### src/rtl/execute_stage.sv
// Execute stage of the in-order RV32 pipeline: operand forwarding, ALU drive,
// branch/jump resolution and the EX/MEM pipeline register with a redirect pulse.
module execute_stage (
  input  logic        clk,
  input  logic        reset,
  input  logic        valid_in,
  input  logic [31:0] pc_in,
  input  logic [4:0]  rs1_addr,
  input  logic [4:0]  rs2_addr,
  input  logic [31:0] rs1_data,
  input  logic [31:0] rs2_data,
  input  logic [31:0] imm,
  input  logic [4:0]  rd_addr_in,
  input  logic        op1_sel,
  input  logic        op2_sel,
  input  logic [2:0]  func_in,
  input  logic        func_sel_in,
  input  logic        is_branch,
  input  logic        is_jal,
  input  logic        is_jalr,
  input  logic [2:0]  branch_cond,
  input  logic        mem_load_in,
  input  logic        mem_store_in,
  input  logic [2:0]  mem_size_in,
  input  logic        fwd_mem_valid,
  input  logic [4:0]  fwd_mem_rd,
  input  logic [31:0] fwd_mem_data,
  input  logic        fwd_wb_valid,
  input  logic [4:0]  fwd_wb_rd,
  input  logic [31:0] fwd_wb_data,
  input  logic        stall,
  input  logic        flush,
  output logic [31:0] alu_in1,
  output logic [31:0] alu_in2,
  output logic [2:0]  alu_func,
  output logic        alu_func_sel,
  input  logic [31:0] alu_out,
  output logic        ready_in,
  output logic        valid_out,
  output logic [31:0] result_out,
  output logic [31:0] store_data_out,
  output logic [4:0]  rd_addr_out,
  output logic        mem_load_out,
  output logic        mem_store_out,
  output logic [2:0]  mem_size_out,
  output logic        branch_taken,
  output logic [31:0] branch_target
);

  typedef enum logic [2:0] {
    BR_EQ  = 3'b000,
    BR_NE  = 3'b001,
    BR_LT  = 3'b100,
    BR_GE  = 3'b101,
    BR_LTU = 3'b110,
    BR_GEU = 3'b111
  } branch_cond_e;

  logic [31:0] fwd_rs1;
  logic [31:0] fwd_rs2;
  logic        cond_true;
  logic        take_transfer;
  logic        is_link;
  logic [31:0] pc_plus_imm;
  logic [31:0] pc_plus_4;
  logic [31:0] jalr_target;
  logic [31:0] target_next;
  logic [31:0] result_next;
  logic        capture;
  logic        redirect;

  // Memory stage is younger than writeback, so it wins; x0 is never forwarded.
  function automatic logic [31:0] forward_operand(
    input logic [4:0]  idx,
    input logic [31:0] rf_data,
    input logic        mem_valid,
    input logic [4:0]  mem_rd,
    input logic [31:0] mem_data,
    input logic        wb_valid,
    input logic [4:0]  wb_rd,
    input logic [31:0] wb_data
  );
    if (idx == 5'd0)                         return rf_data;
    else if (mem_valid && (mem_rd == idx))   return mem_data;
    else if (wb_valid && (wb_rd == idx))     return wb_data;
    else                                     return rf_data;
  endfunction

  assign fwd_rs1 = forward_operand(rs1_addr, rs1_data, fwd_mem_valid, fwd_mem_rd,
                                   fwd_mem_data, fwd_wb_valid, fwd_wb_rd, fwd_wb_data);
  assign fwd_rs2 = forward_operand(rs2_addr, rs2_data, fwd_mem_valid, fwd_mem_rd,
                                   fwd_mem_data, fwd_wb_valid, fwd_wb_rd, fwd_wb_data);

  assign alu_in1      = op1_sel ? pc_in : fwd_rs1;
  assign alu_in2      = op2_sel ? imm   : fwd_rs2;
  assign alu_func     = func_in;
  assign alu_func_sel = func_sel_in;

  always_comb begin
    // NOTE: default assigned first so every path drives cond_true; no latch is inferred.
    cond_true = 1'b0;
    case (branch_cond)
      BR_EQ:   cond_true = (fwd_rs1 == fwd_rs2);
      BR_NE:   cond_true = (fwd_rs1 != fwd_rs2);
      BR_LT:   cond_true = ($signed(fwd_rs1) <  $signed(fwd_rs2));
      BR_GE:   cond_true = ($signed(fwd_rs1) >= $signed(fwd_rs2));
      BR_LTU:  cond_true = (fwd_rs1 <  fwd_rs2);
      BR_GEU:  cond_true = (fwd_rs1 >= fwd_rs2);
      default: cond_true = 1'b0;
    endcase
  end

  assign is_link       = is_jal | is_jalr;
  assign take_transfer = is_link | (is_branch & cond_true);

  assign pc_plus_imm = pc_in + imm;
  assign pc_plus_4   = pc_in + 32'd4;
  assign jalr_target = (fwd_rs1 + imm) & ~32'd1;
  assign target_next = is_jalr ? jalr_target : pc_plus_imm;
  assign result_next = is_link ? pc_plus_4 : alu_out;

  assign ready_in = ~stall;
  assign capture  = ~stall;
  assign redirect = capture & valid_in & ~flush & take_transfer;

  // NOTE: sequential state uses non-blocking assignments so every register
  // samples pre-edge values regardless of statement order.
  always_ff @(posedge clk or negedge reset) begin
    if (!reset) begin
      valid_out      <= 1'b0;
      result_out     <= '0;
      store_data_out <= '0;
      rd_addr_out    <= '0;
      mem_load_out   <= 1'b0;
      mem_store_out  <= 1'b0;
      mem_size_out   <= '0;
      branch_taken   <= 1'b0;
      branch_target  <= '0;
    end else begin
      // Pulse drops on any non-capturing cycle, stalls included.
      branch_taken <= redirect;
      if (capture) begin
        valid_out      <= valid_in & ~flush;
        result_out     <= result_next;
        store_data_out <= fwd_rs2;
        rd_addr_out    <= rd_addr_in;
        mem_load_out   <= mem_load_in;
        mem_store_out  <= mem_store_in;
        mem_size_out   <= mem_size_in;
      end
      if (redirect) begin
        branch_target <= target_next;
      end
    end
  end

endmodule
### config.mk
export PLATFORM = sky130hd
export DESIGN_NAME = execute_stage
export DESIGN_NICKNAME = d
export VERILOG_FILES = /design/src/rtl/execute_stage.sv
export SDC_FILE = /design/constraint.sdc
export NUM_CORES = 1
export LEC_CHECK = 0
export ABC_CLOCK_PERIOD_IN_PS = 9020
export BUFFER_PORTS_ARGS = -buffer_cell sky130_fd_sc_hd__buf_4
export CAP_MARGIN = 0
export CORE_AREA = 2 2 174 176
export CTS_CLUSTER_SIZE = 10
export DETAILED_ROUTE_END_ITERATION = 7
export DIE_AREA = 0 0 176 178
export HOLD_SLACK_MARGIN = 0.12
export PLACE_DENSITY = 0.73
export SLEW_MARGIN = 20
export SYNTH_ARGS = -nofsm -noshare
export SYNTH_HDL_FRONTEND = slang
export SYNTH_SLANG_ARGS = --single-unit
### constraint.sdc
create_clock -name clk -period 9.02 [get_ports clk]
set_input_delay 1.804 -clock clk [delete_from_list [all_inputs] [get_ports clk]]
set_output_delay 1.804 -clock clk [all_outputs]
set_load 0.02 [all_outputs]
==> results.txt, run 1 <==
- STA puts the critical path data arrival time at 7.63 ns.
* Depth of the most critical reg-to-reg path: 1
- For this block, the initial DRC count from the detailed router was about 1,200.
- The cell count after synthesis came out at between 1,000 and 1,500.
- The later pin in the worst-skew pair is clocked with a latency of approximately 0.37 ns.
- Routability congestion estimate from global placement: a little over 1
* Top-area cell type share of the netlist area: 0.2448
- Detailed placement ended at an HPWL of about 43,000 um.
* Type of element launching the critical path: input pin
* Share of layout cells above drive strength 1: 0.3050
* Netlist area before placement: 11,040 um^2
- Fraction of the mapped netlist area in adder cells: 0.1102
- sky130_fd_sc_hd__nand2_1 is the most common cell in the netlist.
- Maximum vdd drop: ~0.086 mV
* Dominant synthesized flop cell: sky130_fd_sc_hd__dfrtp_1
- In the global route stage, overall resource usage came out at 0.3250.
- Sequential element share of the synthesized area: 0.2448
- In this run the tool buffered the top-level ports with approximately 440 buffer cells.
* Basic-gate share of the synthesized area counting and, or, nand and nor cells: 0.1633
* Endpoint, Worst Hold: branch_target[21]
* Yosys warning count: 0
* Clock root buffer: sky130_fd_sc_hd__clkbuf_16
- Total die area: 31,330 um^2
- The final layout contains roughly 2,100 nets.
- Entering global routing, the biggest net connects between 70 and 80 pins.
- Before CTS, the worst setup slack after placement is 1.304 ns.
- Post-DP Area: between 10,000 and 15,000 um^2
- A synthesized cell averages between 8 and 9 um^2.
- The portion of synthesized area spent on multiplexers is 0.05985.
- Number of global-route vias before repair: about 12,000
- Initial DRT Pass Iterations: 7
* Minimum period implied by the final worst setup slack: approximately 7.4 ns
- Number of antenna violations at the first check in global routing: 6
* Power Density: 140.3 nW/um^2
- Summing internal, switching and leakage power gives 2.099 mW.
* Final clock period utilization by the worst path: 0.8207
- The number of nets in the synthesized netlist is approximately 1,700.
* Number of cells traversed by the worst hold path: 2
- STA classifies the critical path endpoint as a flip-flop.
- Counting flops and latches in the post-synthesis netlist gives roughly 110.
* Classification of the worst setup path: in2reg
- Setup repair after global routing left no endpoint under its margin.
* Synth area leaders: sky130_fd_sc_hd__dfrtp_1, sky130_fd_sc_hd__ha_1, sky130_fd_sc_hd__o21ai_0, sky130_fd_sc_hd__o22a_1, sky130_fd_sc_hd__nand2_1
* Aggregate routed wire length: ~53,000 um
* Row count: 63
* Final Max Tran Viols: 0
* FFs w/ async S/R, synth: 1.000
- The worst register-to-register path begins at branch_target[31].
- Buffers inserted during clock tree synthesis total 9.
* Number of enable-type register cells in the synthesized netlist: 0
- Clock-pin slew was measured on the worst setup and hold paths at 0.09 ns.
* Post-synthesis compound-gate area fraction: 0.3098
- At the worst endpoint, the required time is 9.25 ns.
- Worst Clk Skew: 0 ns
- Counting along the longest clock path gives a buffer depth of 2.
- Summing over every cut layer, the via total after detailed routing is ~13,000.
- In this run the remaining antenna-violating nets after routing total 0.
- Dividing the detail-routed via count by the number of cells gives a little under 6.
- In this run, post-CTS hold repair placed 0 buffers.
- The number of different library cells used by synthesis comes to 69.
* Final hold violation count: 0
- Setup Fix Bufs, Post-CTS: 0
- Most numerous cell types in the synthesized netlist: sky130_fd_sc_hd__nand2_1, sky130_fd_sc_hd__o21ai_0, sky130_fd_sc_hd__a21oi_1
- The die is ~180 um wide.
- Of the total synthesized cell area, the portion taken by XOR and XNOR cells is 0.07538.
- Reg-to-reg setup timing slack: 8.19 ns
- Gates resized during post-CTS repair numbered 0.
- In this run the worst path has a maximum fanout of 20.
- 450 I/O pins were placed.
* Final cell utilization of the core: 0.5090
* Final TNS setup: 0 ns
- Chip height: approximately 180 um
- Summed over all instances, the cell type with the most area after synthesis is sky130_fd_sc_hd__dfrtp_1.
- After synthesis, the largest family of logic cells by area is compound AO/OA/AOI/OAI gates.
- Total of fill cells in the finished design: between 2,000 and 3,000
- The run finished with clean final reports.
* First-pass GRT wire length: around 76,000 um
- For this run, design rule violations remaining after detail routing come to 0.
* Max capacitance violation total: 0
- Max frequency: approximately 140 MHz
- Relative to the synthesized area, the layout overhead comes to 35.57%.
* Worst max-slew margin expressed relative to the limit: 0.3561
* CTS sink cnt: ~110
- Critical register-to-register path endpoint: branch_target[31]
- Global routing finished with a remaining overflow of 0.
- Summed over all cells, the static leakage comes to between 6 and 7 nW.
- The initial utilization of the core area, before any placement, comes to 0.3754.
* Crit path setup slack, layout: ~1.6 ns
- Final standard cell area without fillers: 14,960 um^2
* Critical hold path startpoint: branch_target[21]
* Routed wire per std cell: between 20 and 25 um
* Hold Path Class: reg2reg
- Least-Margin Pin Slew: 0.9616 ns
- TritonCTS built the clock tree.
- CTS built an H-tree with a depth of 3.
- Area of the core: just under 30,000 um^2
- Setup violations remaining at the end of the flow were counted as 0.
[cell families (layout without fill, tap and decap cells)]
logic type,Yosys count,count (layout)
adders and majority gates,96,96
other,0,5
muxes,60,60
xor gates and xnor gates,95,95
and+or+nand+nor,389,389
AOI/OAI and AO/OA,528,528
DFF,108,108
buffers and inverters,100,491
[metrics by stage]
step | hold slack, ns | std cells
finish | 0.4906 | 2162
global route | 0.5173 | 2162
CTS | 0.4950 | 2157
detailed placement | 0.4715 | 2141
global placement | 0.4661 | 2141
floorplan | 0.5814 | 1376
[power by group]
group | leakage (nW) | switching [mW] | internal [mW]
registers | 1.32 | 0.0517 | 0.564
clock network | 0.155 | 0.226 | 0.224
logic | 5.41 | 0.593 | 0.440
[placed cells by master, fill, tap and decap left out, types with 8 or more instances in the layout]
| cell type | netlist | layout |
|---|---|---|
| sky130_fd_sc_hd__buf_4 | 4 | 454 |
| sky130_fd_sc_hd__nand2_1 | 180 | 180 |
| sky130_fd_sc_hd__o21ai_0 | 164 | 164 |
| sky130_fd_sc_hd__a21oi_1 | 109 | 108 |
| sky130_fd_sc_hd__dfrtp_1 | 108 | 108 |
| sky130_fd_sc_hd__ha_1 | 94 | 94 |
| sky130_fd_sc_hd__o22a_1 | 93 | 93 |
| sky130_fd_sc_hd__nor2_1 | 71 | 69 |
| sky130_fd_sc_hd__xor2_1 | 53 | 53 |
| sky130_fd_sc_hd__mux2_2 | 48 | 48 |
| sky130_fd_sc_hd__xnor2_1 | 42 | 42 |
| sky130_fd_sc_hd__a21o_1 | 36 | 36 |
| sky130_fd_sc_hd__o22ai_1 | 33 | 33 |
| sky130_fd_sc_hd__nand3_1 | 23 | 23 |
| sky130_fd_sc_hd__inv_1 | 21 | 21 |
| sky130_fd_sc_hd__nor3_1 | 20 | 20 |
| sky130_fd_sc_hd__nand4_1 | 17 | 17 |
| sky130_fd_sc_hd__and3_1 | 15 | 15 |
| sky130_fd_sc_hd__a211oi_1 | 14 | 14 |
| sky130_fd_sc_hd__mux2i_1 | 12 | 12 |
| sky130_fd_sc_hd__nand2b_1 | 11 | 11 |
| sky130_fd_sc_hd__o211ai_1 | 10 | 10 |
| sky130_fd_sc_hd__clkbuf_16 | 0 | 9 |
| sky130_fd_sc_hd__or3_1 | 8 | 8 |
[sequential cells by signal, summed over array words and instances, names as in the netlist]
register / cells
store_data_out: 32
mem_store_out: 1
rd_addr_out: 5
mem_size_out: 3
branch_target: 32
mem_load_out: 1
branch_taken: 1
result_out: 32
valid_out: 1
[worst max-delay path, stage by stage]
cell	delay (ns)
sky130_fd_sc_hd__buf_4	0.13
sky130_fd_sc_hd__or4_4	0.54
sky130_fd_sc_hd__nor2_4	0.45
sky130_fd_sc_hd__and3b_1	0.30
sky130_fd_sc_hd__or2_1	0.46
sky130_fd_sc_hd__buf_4	0.32
sky130_fd_sc_hd__o21ai_0	0.38
sky130_fd_sc_hd__nor2_1	0.10
sky130_fd_sc_hd__fa_1	0.41
sky130_fd_sc_hd__a21o_1	0.18
sky130_fd_sc_hd__a311oi_1	0.47
sky130_fd_sc_hd__a221oi_1	0.23
sky130_fd_sc_hd__o41ai_2	0.52
sky130_fd_sc_hd__o31a_1	0.28
sky130_fd_sc_hd__o21ai_0	0.17
sky130_fd_sc_hd__nand2_1	0.13
sky130_fd_sc_hd__mux2_2	0.33
sky130_fd_sc_hd__o21ai_0	0.29
sky130_fd_sc_hd__o21ai_0	0.12
[routing by layer]
layer | part of all wire | GRT usage
met1 | 0.43 | 0.4435
met2 | 0.45 | 0.5161
met3 | 0.085 | 0.05882
met4 | 0.032 | 0.1154
met5 | 0 | 0
[how the worst max path moves through the flow]
| stage | from | to | slack (ns) | cells after the start |
|---|---|---|---|---|
| after global placement | rs1_addr[1] | branch_target[30] | 1.35 | 19 |
| after floorplan | rs1_addr[1] | branch_target[20] | 2.75 | 18 |
| after global routing | rs1_addr[1] | branch_target[30] | 1.22 | 19 |
| after CTS | rs1_addr[1] | branch_target[30] | 1.70 | 19 |
| final | rs1_addr[1] | branch_target[30] | 1.62 | 19 |
| after detailed placement | rs1_addr[1] | branch_target[30] | 1.30 | 19 |
[area by class of cell]
cell class / instances / area (um^2) / area share
Inverter: 21 / 78.83 / 0.005268
Clock buffer: 9 / 225.2 / 0.01505
Timing Repair Buffer: 454 / 3408 / 0.2278
Tap cell: 390 / 488.0 / 0.03261
Multi-Input combinational cell: 1168 / 7956 / 0.5317
Antenna cell: 5 / 12.51 / 0.0008361
Sequential cell: 108 / 2703 / 0.1806
Clock inverter: 7 / 92.59 / 0.006187
No activity file was read; power rests on OpenSTA's default activity.
==> inputs of run 2 (changes only) <==
- ABC_CLOCK_PERIOD_IN_PS: 9020 -> 6000
- CORE_AREA: 2 2 174 176 -> 2 2 175 177
- DIE_AREA: 0 0 176 178 -> 0 0 177 179
- PLACE_DENSITY: 0.73 -> 0.75
- clock period: 9.02 -> 6 ns (I/O delays scaled with it)
==> results.txt, run 2 (synthesis gave the netlist of run 1 again) <==
* Largest driver fanout on the critical path: 17 (-15%)
- Worst slack at placement: 0.02655 ns (-1.277 ns)
- Slowest CP cell: sky130_fd_sc_hd__mux2_2
- The count of buffering cells on the critical path with inverters included was 6 (+4).
- Final clock period utilization by the worst path: 0.9329
- Final hold violation count: 0 (unchanged)
- The number of nets in the finished design is 2,182 (+2.4%).
- Type of element launching the critical path: input pin
- Critical path data arrival time: 5.86 ns (-1.77 ns)
* Final Max Tran Viols: 0 (unchanged)
- The final clock skew came to 0 ns (unchanged).
* Clock Tree Buf Depth: 2 (unchanged)
- The number of setup buffers added after CTS is 0 (unchanged).
* HPWL reported at the end of detailed placement: 44,870 um (+3.3%)
- The detail-routed net length per standard cell came to 24.26 um (-0.56%).
- The die outline width was 177 um (+0.57%).
* Most common library cell in the layout ignoring fill and taps: sky130_fd_sc_hd__buf_4
- Among cell families on the critical path, the largest total delay comes from compound AO/OA/AOI/OAI gates.
- DRT iter0 DRCs: 1,027 (-11%)
- The largest registers in the layout are branch_target (32), result_out (32), store_data_out (32).
* Overall track demand over capacity in global routing: 0.3280 (+0.003003)
- Count of non-filler cells in the finished layout: 2,224 (+2.9%)
- Row count: 64 (+1.6%)
- CTS sink cnt: 108 (unchanged)
- The slew at the pin with the worst max-slew slack is 0.8080 ns (-0.1536 ns).
- The H-tree depth came to 3 (unchanged).
- Maximum vdd drop: 0.1300 mV (+51%)
- Starting density of the core: 0.3676 (-0.007837)
* Max capacitance violation total: 0 (unchanged)
- Leading cell types in the layout, fill and taps excluded: sky130_fd_sc_hd__buf_4, sky130_fd_sc_hd__nand2_1, sky130_fd_sc_hd__o21ai_0, sky130_fd_sc_hd__a21oi_1, sky130_fd_sc_hd__dfrtp_1
- Most prevalent standard cell on the critical path: sky130_fd_sc_hd__buf_4
* Total DRC errors in the routed layout: 0 (unchanged)
- Pin count of the biggest net entering global routing: 76 (+1.3%)
* Per-cell via count in the routed design: 5.829 (-0.97%)
- The clock input transition at the sequential cells of the worst setup and hold paths came to 0.08 ns (about the same).
- The number of optimization iterations in the first detailed-route pass came to 6 (-1).
- The clock buffer count from CTS is 9 (unchanged).
- Cell-by-cell listing of the critical path: buf_4, xor2_1, nor4_1, nand3_1, nand2b_1, buf_4, buf_4, o22a_1, o22ai_1, buf_4, ha_1, o21ai_0, nor2_1, o31ai_1, a21oi_1, nor3_2, mux2_2, a211o_1, o21ai_4, buf_12, inv_1, mux2_2
* Chip height: 179 um (+0.56%)
* Aggregate routed wire length: 53,950 um (+2.3%)
* Crit path setup slack, layout: 0.4027 ns (-1.215 ns)
- Power Density: 205.0 nW/um^2 (+46%)
* Area Growth Syn to Fin: 39.58%
- TritonCTS built the clock tree.
- Setup repair after global routing left no endpoint under its margin.
* Final count of negative-setup-slack endpoints: 0 (unchanged)
* Worst setup EP type: flip-flop
- The post-placement cell area came to 15,070 um^2 (+3.0%).
- Number of antenna violations at the first check in global routing: 9 (+3)
- The root buffer cell chosen for the clock tree is sky130_fd_sc_hd__clkbuf_16.
- The ratio of cells with drive above 1 in the final layout is 0.3251 (+0.02005).
- Classification of the worst setup path: in2reg
* Total I/O pin count: 450 (unchanged)
- Port bufs: 441 (unchanged)
* Hold Path Class: reg2reg
- The total instance count after detailed placement is 2,198 (+2.7%).
- The delay contributed by the slowest stage of the critical path was 0.37 ns (-0.17 ns).
- The via count of the first global-routing pass was 12,030 (-0.38%).
- Final antenna-violating net count: 0 (unchanged)
- Total via count after detailed routing: 12,960 (+1.9%)
- The final instance area was 15,410 um^2 (+3.0%).
* Overall power: 3.158 mW (+50%)
* Reg-to-reg setup timing slack: 5.17 ns (-3.02 ns)
- Final TNS setup: 0 ns (unchanged)
* Leak Pwr: 7.149 nW (+3.7%)
- Minimum period implied by the final worst setup slack: about 5.6 ns
- The flow ran to the end, and the final reports show no timing, DRC or antenna violations.
- The floorplan die area is 31,680 um^2 (+1.1%).
* Worst max-slew margin expressed relative to the limit: 0.4613 (+0.1052)
- The total congestion overflow came to 0 (unchanged).
* Req. time, crit path: 6.27 ns (-2.98 ns)
- Area of the core: 30,030 um^2 (+2.1%)
- The wire length of the first global-routing pass is 76,500 um (+0.29%).
- Max frequency: 178.7 MHz
* Routability congestion estimate from global placement: 0.9759 (-4.1%)
- The clock latency on the worst-skew pair was 0.38 ns (about the same).
-- run 2: cell type report --
type	count	area (um^2)
clock buffers	10	239.0
clock inverters	6	62.56
inverters	21	78.83
diodes	10	25.02
fillers	2930	14620
repair buffers	505	3841
well taps	396	495.5
flip-flops and latches	108	2703
multi-input cells	1168	7963
-- run 2: worst paths after layout --
| path | startpoint | endpoint | cells after the start |
|---|---|---|---|
| min in group asynchronous | reset | result_out[2] | 1 |
| max reg2reg | branch_target[31] | branch_target[31] | 1 |
| max | rs2_addr[1] | branch_target[25] | 22 |
| max in group asynchronous | reset | store_data_out[1] | 2 |
| min reg2reg | store_data_out[15] | store_data_out[15] | 2 |
| min | store_data_out[15] | store_data_out[15] | 2 |
-- run 2: metal layers --
metal  GRT usage  vias to the layer above  part of all wire
li1            -                     6017                 -
met1      0.4541                     6146              0.43
met2      0.5060                      699              0.44
met3     0.05598                       99             0.092
met4      0.1302                        2             0.033
met5           0                        -           0.00017
-- run 2: repair_timing --
action | CTS | global route
hold buffers | 0 | 0
setup endpoints to repair | 0 | 3
resized for setup | 0 | 1
-- run 2: tightest hold or removal path: cells and delay by family (launching register included) --
family | cells | cell delay, ns
compound gates | 1 | 0.06
flops | 1 | 0.35
simple gates | 1 | 0.05
-- run 2: power breakdown --
group | internal (mW) | switching, mW
sequential | 0.848 | 0.0785
clock | 0.306 | 0.338
combinational | 0.695 | 0.892
total | 1.85 | 1.31
-- run 2: through the flow --
stage / util / hold slack [ns]
5_1_grt: 0.5128 / 0.5019
4_1_cts: 0.5120 / 0.4943
6_report: 0.5131 / 0.4904
3_5_place_dp: 0.5020 / 0.4677
2_1_floorplan: - / 0.5814
3_3_place_gp: 0.5020 / 0.4680
